`src/rtl/dec_out_fmt.sv`:
```
// Decimating output formatter: keep one sample in dec_ratio+1, round/shift/saturate to OW bits, buffer in a FWFT FIFO.
// Optional macro DEC_OUT_FMT_SATCNT_EN adds a saturating sat_count output of clipped samples.
module dec_out_fmt #(
    parameter int unsigned IW    = 24,
    parameter int unsigned OW    = 16,
    parameter int unsigned DEPTH = 4
) (
    input  logic                     clk,
    input  logic                     reset,
    input  logic [IW-1:0]            in_data,
    input  logic                     in_valid,
    input  logic [3:0]               dec_ratio,
    input  logic [3:0]               shift,
    output logic [OW-1:0]            out_data,
    output logic                     out_valid,
    input  logic                     out_ready,
    output logic [$clog2(DEPTH):0]   fifo_level,
    output logic                     overflow,
`ifdef DEC_OUT_FMT_SATCNT_EN
    output logic [15:0]              sat_count,
`endif
    input  logic                     clear_ovf
);

    localparam int unsigned AW = $clog2(DEPTH);
    localparam logic signed [IW:0] SAT_HI = (IW+1)'((1 << (OW - 1)) - 1);
    localparam logic signed [IW:0] SAT_LO = ~SAT_HI;

    logic [3:0]              dcnt;
    logic                    keep;
    logic [3:0]              sh;
    logic signed [IW:0]      rnd;
    logic signed [IW:0]      sum;
    logic                    s1_valid;
    logic signed [IW:0]      s1_data;
    logic                    sat_hi;
    logic                    sat_lo;
    logic [OW-1:0]           sat_val;
    logic [OW-1:0]           mem [DEPTH];
    logic [AW:0]             wr_ptr;
    logic [AW:0]             rd_ptr;
    logic                    full;
    logic                    pop;
    logic                    push;
    logic                    drop;

    // Decimation select and rounding add, sized one bit wider than the input
    always_comb begin
        keep = in_valid && (dcnt >= dec_ratio);
        sh   = (shift > 4'd8) ? 4'd8 : shift;
        rnd  = (sh == 4'd0) ? '0 : ((IW+1)'(1) << (sh - 4'd1));
        sum  = $signed({in_data[IW-1], in_data}) + rnd;
    end

    // Saturation of the stage-1 result; the clipped value goes straight into the FIFO
    always_comb begin
        sat_hi  = s1_data > SAT_HI;
        sat_lo  = s1_data < SAT_LO;
        sat_val = s1_data[OW-1:0];
        if (sat_hi) begin
            sat_val = SAT_HI[OW-1:0];
        end else if (sat_lo) begin
            sat_val = SAT_LO[OW-1:0];
        end
    end

    always_comb begin
        full = (wr_ptr[AW] != rd_ptr[AW]) && (wr_ptr[AW-1:0] == rd_ptr[AW-1:0]);
        pop  = out_valid && out_ready;
        push = s1_valid && (!full || pop);
        drop = s1_valid && full && !pop;
    end

    assign fifo_level = wr_ptr - rd_ptr;
    assign out_valid  = (fifo_level != '0);
    assign out_data   = mem[rd_ptr[AW-1:0]];

    always_ff @(posedge clk) begin
        if (reset) begin
            dcnt     <= '0;
            s1_valid <= 1'b0;
            s1_data  <= '0;
        end else begin
            if (in_valid) begin
                dcnt <= keep ? '0 : dcnt + 4'd1;
            end
            s1_valid <= keep;
            if (keep) begin
                s1_data <= sum >>> sh;
            end
        end
    end

    // FIFO storage and pointers; a full push with a same-cycle pop reuses the head slot
    always_ff @(posedge clk) begin
        if (reset) begin
            wr_ptr   <= '0;
            rd_ptr   <= '0;
            overflow <= 1'b0;
            for (int i = 0; i < int'(DEPTH); i++) begin
                mem[i] <= '0;
            end
        end else begin
            if (push) begin
                mem[wr_ptr[AW-1:0]] <= sat_val;
                wr_ptr              <= wr_ptr + (AW+1)'(1);
            end
            if (pop) begin
                rd_ptr <= rd_ptr + (AW+1)'(1);
            end
            if (drop) begin
                overflow <= 1'b1;
            end else if (clear_ovf) begin
                overflow <= 1'b0;
            end
        end
    end

`ifdef DEC_OUT_FMT_SATCNT_EN
    logic clip;
    assign clip = s1_valid && (sat_hi || sat_lo);

    always_ff @(posedge clk) begin
        if (reset) begin
            sat_count <= '0;
        end else if (clear_ovf) begin
            sat_count <= clip ? 16'd1 : 16'd0;
        end else if (clip && (sat_count != 16'hFFFF)) begin
            sat_count <= sat_count + 16'd1;
        end
    end
`endif

endmodule

```
`config.mk`:
```
export PLATFORM = sky130hd
export DESIGN_NAME = dec_out_fmt
export DESIGN_NICKNAME = d
export VERILOG_FILES = /design/src/rtl/dec_out_fmt.sv
export SDC_FILE = /design/constraint.sdc
export NUM_CORES = 1
export LEC_CHECK = 0
export ABC_CLOCK_PERIOD_IN_PS = 3500
export BUFFER_PORTS_ARGS = -buffer_cell sky130_fd_sc_hd__buf_2
export CORE_ASPECT_RATIO = 1.2
export CORE_MARGIN = 10
export CORE_UTILIZATION = 39
export CTS_CLUSTER_DIAMETER = 60
export DETAILED_ROUTE_END_ITERATION = 7
export GPL_ROUTABILITY_DRIVEN = 1
export PLACE_DENSITY = 0.61
export SLEW_MARGIN = 10
export SYNTH_ARGS = -nofsm -noshare
export SYNTH_HDL_FRONTEND = slang
export SYNTH_SLANG_ARGS = --single-unit
```
`constraint.sdc`:
```
create_clock -name clk -period 3.5 [get_ports clk]
set_clock_uncertainty 0.05 [all_clocks]
set_input_delay 0 -clock clk [delete_from_list [all_inputs] [get_ports clk]]
set_output_delay 0 -clock clk [all_outputs]
set_load 0.005 [all_outputs]
```
==> metrics.txt, run 1 <==
Post-Synth Simple-Gate Area=between 10% and 20%; met3 Track Usage GR=2.64%; status=finished, final reports clean; M2 GR Usage=28.0%; sw frac=between 30% and 40%; Internal=between 0.002 and 0.0025 W; Gate power share=28.1%; sequential share of power=41.4%; Net Sw Power=roughly 0.0010 W; postcts setup bufs=0; dominant synthesized flop cell=edfxtp_1; Detailed Route Iter0 Violations=between 400 and 500; clock buffer depth=2; hold crit path type=primary input to flip-flop; sequential fraction of the synthesis area=roughly 40%; Synth Area in Compound Gates=between 10% and 20%; CP Capture Type=flip-flop; period utilization=91.0%; setup TNS=0 ns; grt ovf=0; Vias=5495; first-pass iteration count of the detailed router=5; busiest grt layer=met2; Tightest Pin Transition=0.839 ns; via/cell ratio=between 5 and 6; initial antenna violation count=0; Achievable Freq=0.314 GHz; Port Buffer Count=57; Resized cells post-CTS=0; EDFF count, synth=64; layout cells sized above 1=21.6%; synthesized area per cell=slightly below 10 um2; WS Path Type=primary input to flip-flop; Clk pwr share=30.5%; first-pass GRT wire length=29400 um; Hold WS=0.0528 ns; xor/xnor share of the synthesized area=4.76%; cts-stage hold buffer count=3; RSZ-0062 raised after global routing=no; initial core utilization=39.6%; Syn-to-layout area delta=14.2%; Mapped Area=6680 um2; DIE AREA=22800 um2; Reg clk slew, reported paths=0.07 ns; post-synthesis mux area share=between 10% and 20%; Max FO, Critical Path=14; Pins Over Slew Limit=0; CTS Sinks=between 100 and 150; commonest non-fill, non-tap cell in the layout=nor2_1; largest net degree at the start of global routing=27; Antenna Diode Count=0; Rows=52; Power per Cell Area=438 nW/um2; GR Util All Layers=15.6%; Skew-Pair Late Insertion Delay=roughly 0.34 ns; Final Hold Vio Count=0; DRC viols=0; Die W=approximately 140 um; CTS tree=done; I/O pins=58; Final min period=3.19 ns; routed len/inst=18.4 um; vias in the first global route=5605; synth warn=0; HPWL Detailed=13700 um; core area=16900 um2; critical path arrival=3.36 ns; FF/Latch Area=2700 um2; Max H-tree Level=3; Worst Path Required=3.67 ns; maximum vdd drop=225 uV; Seq cells post-synth=103; final WL=about 18000 um; ys async rst share=0%; leakage=3.03 nW; CTS buffer count=9; slew margin rel.=between 40 and 50%; nets@finish=822; MaxCap Viol Count=0; critical path startpoint category=primary input; leading cell types in the layout, fill and taps excluded=110 x nor2_1, 71 x nand2_1, 64 x edfxtp_1, 57 x buf_2, 47 x a21oi_1; area occupied by multi-input gates=3640 um2; root buf cell=clkbuf_16; GPL Wtd Cong=about 0.90; Die H=163 um; setup violators final=0; fill count=1595; synthesized instance count=678; antenna viol nets, final=0; largest family of logic cells by synthesized area=compound AO/OA/AOI/OAI gates; met1 Use GR=17.9%; adder-cell share of the synthesized area=under 10%; number of distinct library cells after synthesis=between 70 and 80
-- power groups by stage --
stage | clock, W | combinational [W] | sequential [W]
after global routing | 0.00109 | 0.00104 | 0.00139
final | 0.00102 | 0.000940 | 0.00138
after detailed placement | 0 | 0.000933 | 0.00141
after global placement | 0 | 0.000924 | 0.00141
after CTS | 0.00104 | 0.000939 | 0.00138
after floorplan | 0 | 0.000655 | 0.00139
-- stage by stage --
stage                     util, %  std cells  setup slack (ns)  cell area, um2  total power (W)
final                        45.3        979             0.313            7630          0.00334
after global routing         45.3        979             0.129            7630          0.00352
after CTS                    45.3        979             0.423            7630          0.00336
after detailed placement     43.3        960            0.0675            7300          0.00234
after global placement       43.3        960            0.0827            7300          0.00233
after floorplan                 -        685            0.0244            6710          0.00204
-- cell families after synthesis --
logic type	Yosys count
multiplexers	42
flip-flops	103
other	1
buffers and inverters	62
XOR/XNOR	33
AO/OA/AOI/OAI	165
adder cells (fa/ha/maj)	27
AND/OR/NAND/NOR	245
-- cell type report --
type | count | share of cell area, %
Inverter | 21 | 1.03
Multi-Input combinational cell | 520 | 47.7
Clock inverter | 7 | 1.03
Timing Repair Buffer | 103 | 8.36
Tap cell | 216 | 3.54
Clock buffer | 9 | 2.95
Sequential cell | 103 | 35.4
-- metal layers --
metal / share of wire (%) / wire [um]
met1: 42 / 7520
met2: 51 / 9220
met3: 3.6 / 644
met4: 3.3 / 587
met5: 0 / 0
-- critical path, stage by stage --
cell      delay [ns]
buf_2           0.19
nor2_1          0.16
nand2_1         0.18
nor2_1          0.34
ha_1            0.34
a211oi_1        0.10
buf_4           0.15
o211ai_4        0.26
nand4_1         0.29
a31oi_1         0.43
xnor2_1         0.24
mux2i_1         0.17
a211oi_1        0.36
o21ai_0         0.14
-- worst paths after layout --
check              startpoint     endpoint  slack [ns]  depth (start not counted)
setup / recovery     shift[2]  s1_data[21]        0.31                         14
setup reg to reg    wr_ptr[0]    mem[1][4]        0.61                         11
hold / removal          reset    wr_ptr[0]        0.05                          2
hold reg to reg   s1_data[10]  s1_data[10]        0.43                          2
-- sequential cells by signal, summed over array words and instances (netlist names), named ones only --
signal / cells
s1_valid: 1
dcnt: 4
s1_data: 25
overflow: 1
wr_ptr: 3
rd_ptr: 3
mem: 64
-- cell usage after synthesis (3+ instances only) --
cell,instances,area [um2]
a22oi_1,7,52.6
nand4_1,12,75.1
nand2b_1,4,25.0
buf_6,5,56.3
a21o_1,10,75.1
clkbuf_1,23,86.3
mux4_2,22,495
mux2_2,3,33.8
o31ai_1,9,67.6
clkinv_1,3,11.3
o21ai_0,18,90.1
inv_1,18,67.6
nor3_1,9,45.0
edfxtp_1,64,1920
and3_1,4,25.0
mux2i_1,17,170
a311oi_1,3,26.3
xor2_1,13,114
or2_2,3,18.8
and2_1,3,18.8
a211oi_1,13,97.6
a21oi_1,47,235
a31oi_1,7,43.8
o211ai_1,4,30.0
a21oi_2,3,26.3
o221ai_1,5,43.8
nand3_1,14,70.1
nand2_1,71,267
o22ai_1,3,18.8
dfxtp_1,39,781
ha_1,25,313
nor2_1,111,417
clkbuf_8,9,124
xnor2_1,17,149
No activity file was read; power rests on OpenSTA's default activity.
==> run 2, diff against run 1 <==
--- a/config.mk
+++ b/config.mk
@@ -7,13 +7,15 @@
 export LEC_CHECK = 0
 export ABC_CLOCK_PERIOD_IN_PS = 3500
 export BUFFER_PORTS_ARGS = -buffer_cell sky130_fd_sc_hd__buf_2
+export CELL_PAD_IN_SITES_DETAIL_PLACEMENT = 1
+export CELL_PAD_IN_SITES_GLOBAL_PLACEMENT = 2
 export CORE_ASPECT_RATIO = 1.2
 export CORE_MARGIN = 10
-export CORE_UTILIZATION = 39
+export CORE_UTILIZATION = 35
 export CTS_CLUSTER_DIAMETER = 60
 export DETAILED_ROUTE_END_ITERATION = 7
 export GPL_ROUTABILITY_DRIVEN = 1
-export PLACE_DENSITY = 0.61
+export PLACE_DENSITY = 0.8
 export SLEW_MARGIN = 10
 export SYNTH_ARGS = -nofsm -noshare
 export SYNTH_HDL_FRONTEND = slang
==> metrics.txt, run 2 (same netlist as run 1, synthesis figures left out) <==
status=finished, final reports clean; Top cell by count, worst path=nand2_1; Crit Reg-Reg Endpoint=mem[0][14]; largest net degree at the start of global routing=27; Achievable Freq=0.317 GHz; Syn-to-layout area delta=16.0%; Total Power=0.00329 W; initial core utilization=35.6%; Detailed Route Iter0 Violations=248; Pins Over Slew Limit=0; setup TNS=0 ns; max reg flops=64; slowest stage delay, CP=approximately 0.5 ns; maximum vdd drop=between 200 and 250 uV; nets@finish=836; leading cell types in the layout, fill and taps excluded=110 x nor2_1, 71 x nand2_1, 64 x edfxtp_1, 57 x buf_2, 57 x buf_4; post-layout util=41.3%; Most flops, register=mem; Internal=0.00224 W; Cell Count, Final, Fillers Out=1034; Power per Cell Area=425 nW/um2; Hold Crit Endpoint=rd_ptr[0]; Worst Hold Launch=reset; sequential share of power=42.0%; postcts setup bufs=0; GR Util All Layers=16.4%; DIE AREA=25000 um2; vias in the first global route=6080; initial antenna violation count=1; MaxCap Viol Count=0; GPL Wtd Cong=0.882; first-pass iteration count of the detailed router=6; Max H-tree Level=3; root buf cell=clkbuf_16; I/O pins=58; Worst Path Required=3.73 ns; via/cell ratio=~5.4; CTS tree=done; r2r setup slk=about 0.45 ns; clock buffer depth=2; slew margin rel.=46.9%; final WL=20600 um; Clk pwr share=28.0%; Die H=171 um; worst reg-to-reg path cell count=11; Final min period=3.15 ns; CP max stage cell=a2111oi_0; Vias=~5600; grt ovf=0; antenna viol nets, final=0; Rows=55; Skew-Pair Late Insertion Delay=0.34 ns; fill count=2191; HPWL Detailed=16100 um; commonest non-fill, non-tap cell in the layout=nor2_1; Top Registers=mem (64), s1_data (25), dcnt (4); CTS Sinks=103; Port Buffer Count=between 50 and 60; leakage=3.07 nW; dpl cells=1014; CTS buffer count=9; Reg clk slew, reported paths=0.07 ns; RSZ-0062 raised after global routing=no; critical path startpoint category=primary input; CP Capture Type=flip-flop; first-pass GRT wire length=33100 um; Max FO, Critical Path=7; Hold Path Cell Cnt=2; Final Hold Vio Count=0; Net Sw Power=around 0.0011 W; Tightest Pin Transition=0.795 ns; critical path arrival=3.38 ns; layout cells sized above 1=roughly 23%; period utilization=90.0%; Resized cells post-CTS=0; sw frac=32.1%; WS Path Type=primary input to flip-flop; core area=about 19000 um2; setup violators final=0; Gate power share=30.0%; CP delay by family, top=compound AO/OA/AOI/OAI gates; Critical Path, Cell by Cell=buf_2, inv_1, nand2_1, buf_4, nand2_1, nor2_1, ha_1, o211ai_1, o211ai_2, a21oi_1, xnor2_1, mux2i_1, mux2_2, a2111oi_0, a311o_1; Critical path buffers and inverters=3; reg2reg start=wr_ptr[0]; Die W=146 um; DRC viols=0; hold crit path type=primary input to flip-flop; routed len/inst=19.9 um
-- run 2: changes by cell type in the layout (fill, tap and decap cells not counted) --
cell	delta
clkinvlp_4	+1
buf_4	+14
clkbuf_1	+2
diode_2	+1
bufinv_16	-1
clkinv_2	-1
clkinvlp_2	+1
inv_8	-2
-- run 2: layout make-up --
type | instances | area [um2] | area share [%]
Tap cell | 256 | 320 | 4.13
Clock buffer | 11 | 233 | 3.00
Inverter | 21 | 78.8 | 1.02
Timing Repair Buffer | 117 | 743 | 9.59
Antenna cell | 1 | 2.50 | 0.0323
Multi-Input combinational cell | 520 | 3640 | 46.9
Sequential cell | 103 | 2700 | 34.9
Clock inverter | 5 | 33.8 | 0.436
-- run 2: metrics by stage --
step | cell area, um2 | worst slack, ns | hold WS [ns]
2_1_floorplan | 6710 | 0.0244 | 0.163
3_3_place_gp | 7450 | 0.132 | 0.275
3_5_place_dp | 7450 | 0.0423 | 0.270
4_1_cts | 7750 | 0.374 | 0.0566
5_1_grt | 7750 | 0.0192 | 0.0772
6_report | 7750 | 0.350 | 0.0486
-- run 2: per-layer routing --
metal  global-route usage (%)  part of all wire (%)  up-vias  routed length (um)
met4                     4.49                   1.7        0                 346
met3                     2.50                   3.6       25                 736
met2                     31.5                    54      120               11100
met5                        0                     0        -                   0
met1                     18.2                    41     2751                8350
li1                         -                     -     2686                   -
-- run 2: timing repair --
| action | 4_1_cts | 5_1_grt |
|---|---|---|
| hold buffers | 3 | 0 |
| endpoints found under the setup margin | 0 | 0 |
| endpoints found under the hold margin | 4 | 0 |
-- run 2: worst max-delay path by stage --
stage | depth (start not counted) | end | startpoint | slack [ns]
after global placement | 15 | s1_data[2] | shift[2] | 0.13
final | 15 | s1_data[3] | shift[3] | 0.35
after global routing | 15 | s1_data[3] | shift[3] | 0.02
after floorplan | 14 | s1_data[11] | shift[1] | 0.02
after CTS | 15 | s1_data[3] | shift[3] | 0.37
after detailed placement | 15 | s1_data[3] | shift[3] | 0.04
-- run 2: power groups by stage --
stage / clock [W] / sequential, W / combinational, W
floorplan: 0 / 0.00139 / 0.000655
global placement: 0 / 0.00141 / 0.000964
detailed placement: 0 / 0.00141 / 0.000983
CTS: 0.000941 / 0.00139 / 0.000993
global route: 0.000987 / 0.00139 / 0.00110
finish: 0.000922 / 0.00138 / 0.000988
==> run 3, diff against run 2 <==
==> constraint.sdc (replaced) <==
create_clock -name clk -period 3.5 [get_ports clk]
set_clock_uncertainty 0.05 [all_clocks]
set_input_delay 0.525 -clock clk [delete_from_list [all_inputs] [get_ports clk]]
set_output_delay 0.525 -clock clk [all_outputs]
set_load 0.005 [all_outputs]
==> metrics.txt, run 3 (same netlist as run 1, synthesis figures left out) <==
status=finished, final reports clean; WS Path Type=primary input to flip-flop; Reg clk slew, reported paths=0.07 ns; Max Used Layer=met4; met2 WL=11400 um; max reg flops=64; critical path startpoint category=primary input; GPL Wtd Cong=roughly 0.9; Detailed Route Iter0 Violations=251; grt ovf=0; period utilization=95.9%; Max H-tree Level=3; slew margin rel.=45.8%; worst reg-to-reg path cell count=11; maximum vdd drop=208 uV; Die H=171 um; MaxCap Viol Count=0; Hold Path Cell Cnt=2; CTS buffer count=9; antenna viol nets, final=0; commonest non-fill, non-tap cell in the layout=nor2_1; r2r setup slk=0.52 ns; DRC viols=0; vias in the first global route=6449; nets@finish=876; Hold WS=0.425 ns; Antenna Diode Count=0; met1 WL=8200 um; HPWL Detailed=16700 um; Max FO, Critical Path=8; routed len/inst=19.5 um; Final Hold Vio Count=0; post-layout util=43.8%; setup violators final=0; Total Power=0.00346 W; initial antenna violation count=0; met3 WL=603 um; Syn-to-layout area delta=23.1%; Crit Reg-Reg Endpoint=mem[2][15]; critical path arrival=3.54 ns; Worst Hold Launch=s1_data[10]; CTS tree=done; clock buffer depth=2; initial core utilization=35.6%; hold crit path type=flip-flop to flip-flop; reg2reg start=wr_ptr[0]; CP Capture Type=flip-flop; Rows=55; first-pass iteration count of the detailed router=4; root buf cell=clkbuf_16; Die W=146 um; Vias=~5800; Tightest Pin Transition=between 0.8 and 0.9 ns; Final min period=3.36 ns; Achievable Freq=0.298 GHz; Most flops, register=mem; Power per Cell Area=between 400 and 500 nW/um2; via/cell ratio=5.44; Hold Crit Endpoint=s1_data[10]; Skew-Pair Late Insertion Delay=0.34 ns; RSZ-0062 raised after global routing=yes; leakage=roughly 3.3 nW; Port Buffer Count=57; leading cell types in the layout, fill and taps excluded=106 x nor2_1, 100 x buf_4, 69 x nand2_1, 64 x edfxtp_1, 57 x buf_2; Worst Path Required=3.69 ns; I/O pins=58; CTS Sinks=103; largest net degree at the start of global routing=27; Pins Over Slew Limit=0; GR Util All Layers=16.9%; layout cells sized above 1=29.9%; DIE AREA=25000 um2; final WL=about 21000 um; Top Registers=mem (64), s1_data (25), dcnt (4); first-pass GRT wire length=34100 um; core area=18800 um2
-- run 3: cell count changes in the layout (fill, tap and decap cells not counted), moves of 3 or more --
cell,change
buf_4,+43
dlygate4sd3_1,-3
a211oi_1,-3
a21oi_1,-3
nor2_1,-4
-- run 3: repair_timing --
| action | 4_1_cts | 5_1_grt |
|---|---|---|
| setup endpoints to repair | 0 | 16 |
| hold buffers | 0 | 0 |
| gates resized for setup | 0 | 11 |
| buffers inserted | 0 | 3 |
-- run 3: worst max path at each step --
stage,start,end,slack [ns],cells past startpoint
3_5_place_dp,shift[3],s1_data[3],-0.30,14
4_1_cts,shift[3],s1_data[3],0.04,14
2_1_floorplan,shift[3],s1_data[11],-0.09,15
5_1_grt,shift[3],s1_data[21],-0.03,14
6_report,shift[3],s1_data[6],0.14,17
3_3_place_gp,shift[3],s1_data[3],-0.26,14
-- run 3: area by class of cell --
type	count	area (um2)
Timing Repair Buffer	157	1040
Tap cell	256	320
Inverter	21	80.1
Fill cell	2169	10600
Multi-Input combinational cell	520	3780
Sequential cell	103	2700
Clock inverter	7	81.3
Clock buffer	9	225
-- run 3: per-layer routing --
layer,vias to the layer above,track usage (%)
met5,-,0
met4,0,6.97
met3,45,2.42
met2,141,32.6
met1,2876,18.1
li1,2775,-
-- run 3: critical path, stage by stage --
cell	delay (ns)
buf_2	0.16
inv_2	0.10
nand2_1	0.08
nand2_1	0.11
nor2_1	0.06
ha_2	0.19
fa_2	0.37
a211oi_4	0.26
o211ai_2	0.13
buf_4	0.18
a21oi_4	0.18
o21ai_1	0.10
xnor2_1	0.35
a222oi_1	0.15
buf_4	0.17
a21o_1	0.18
a32o_1	0.24
-- run 3: through the flow --
step	instance area (um2)	instances	TNS, ns	setup WS, ns
3_3_place_gp	7830	1054	-1.97	-0.257
2_1_floorplan	6830	685	-0.0883	-0.0883
4_1_cts	8130	1070	0	0.0448
6_report	8220	1073	0	0.144
3_5_place_dp	7830	1054	-3.50	-0.300
5_1_grt	8220	1073	-0.131	-0.0301
-- run 3: power by group --
group	total [W]	internal, W	switching, W
clock	0.00101	0.000564	0.000447
sequential	0.00138	0.00134	0.0000424
combinational	0.00107	0.000478	0.000590
total	0.00346	0.00238	0.00108
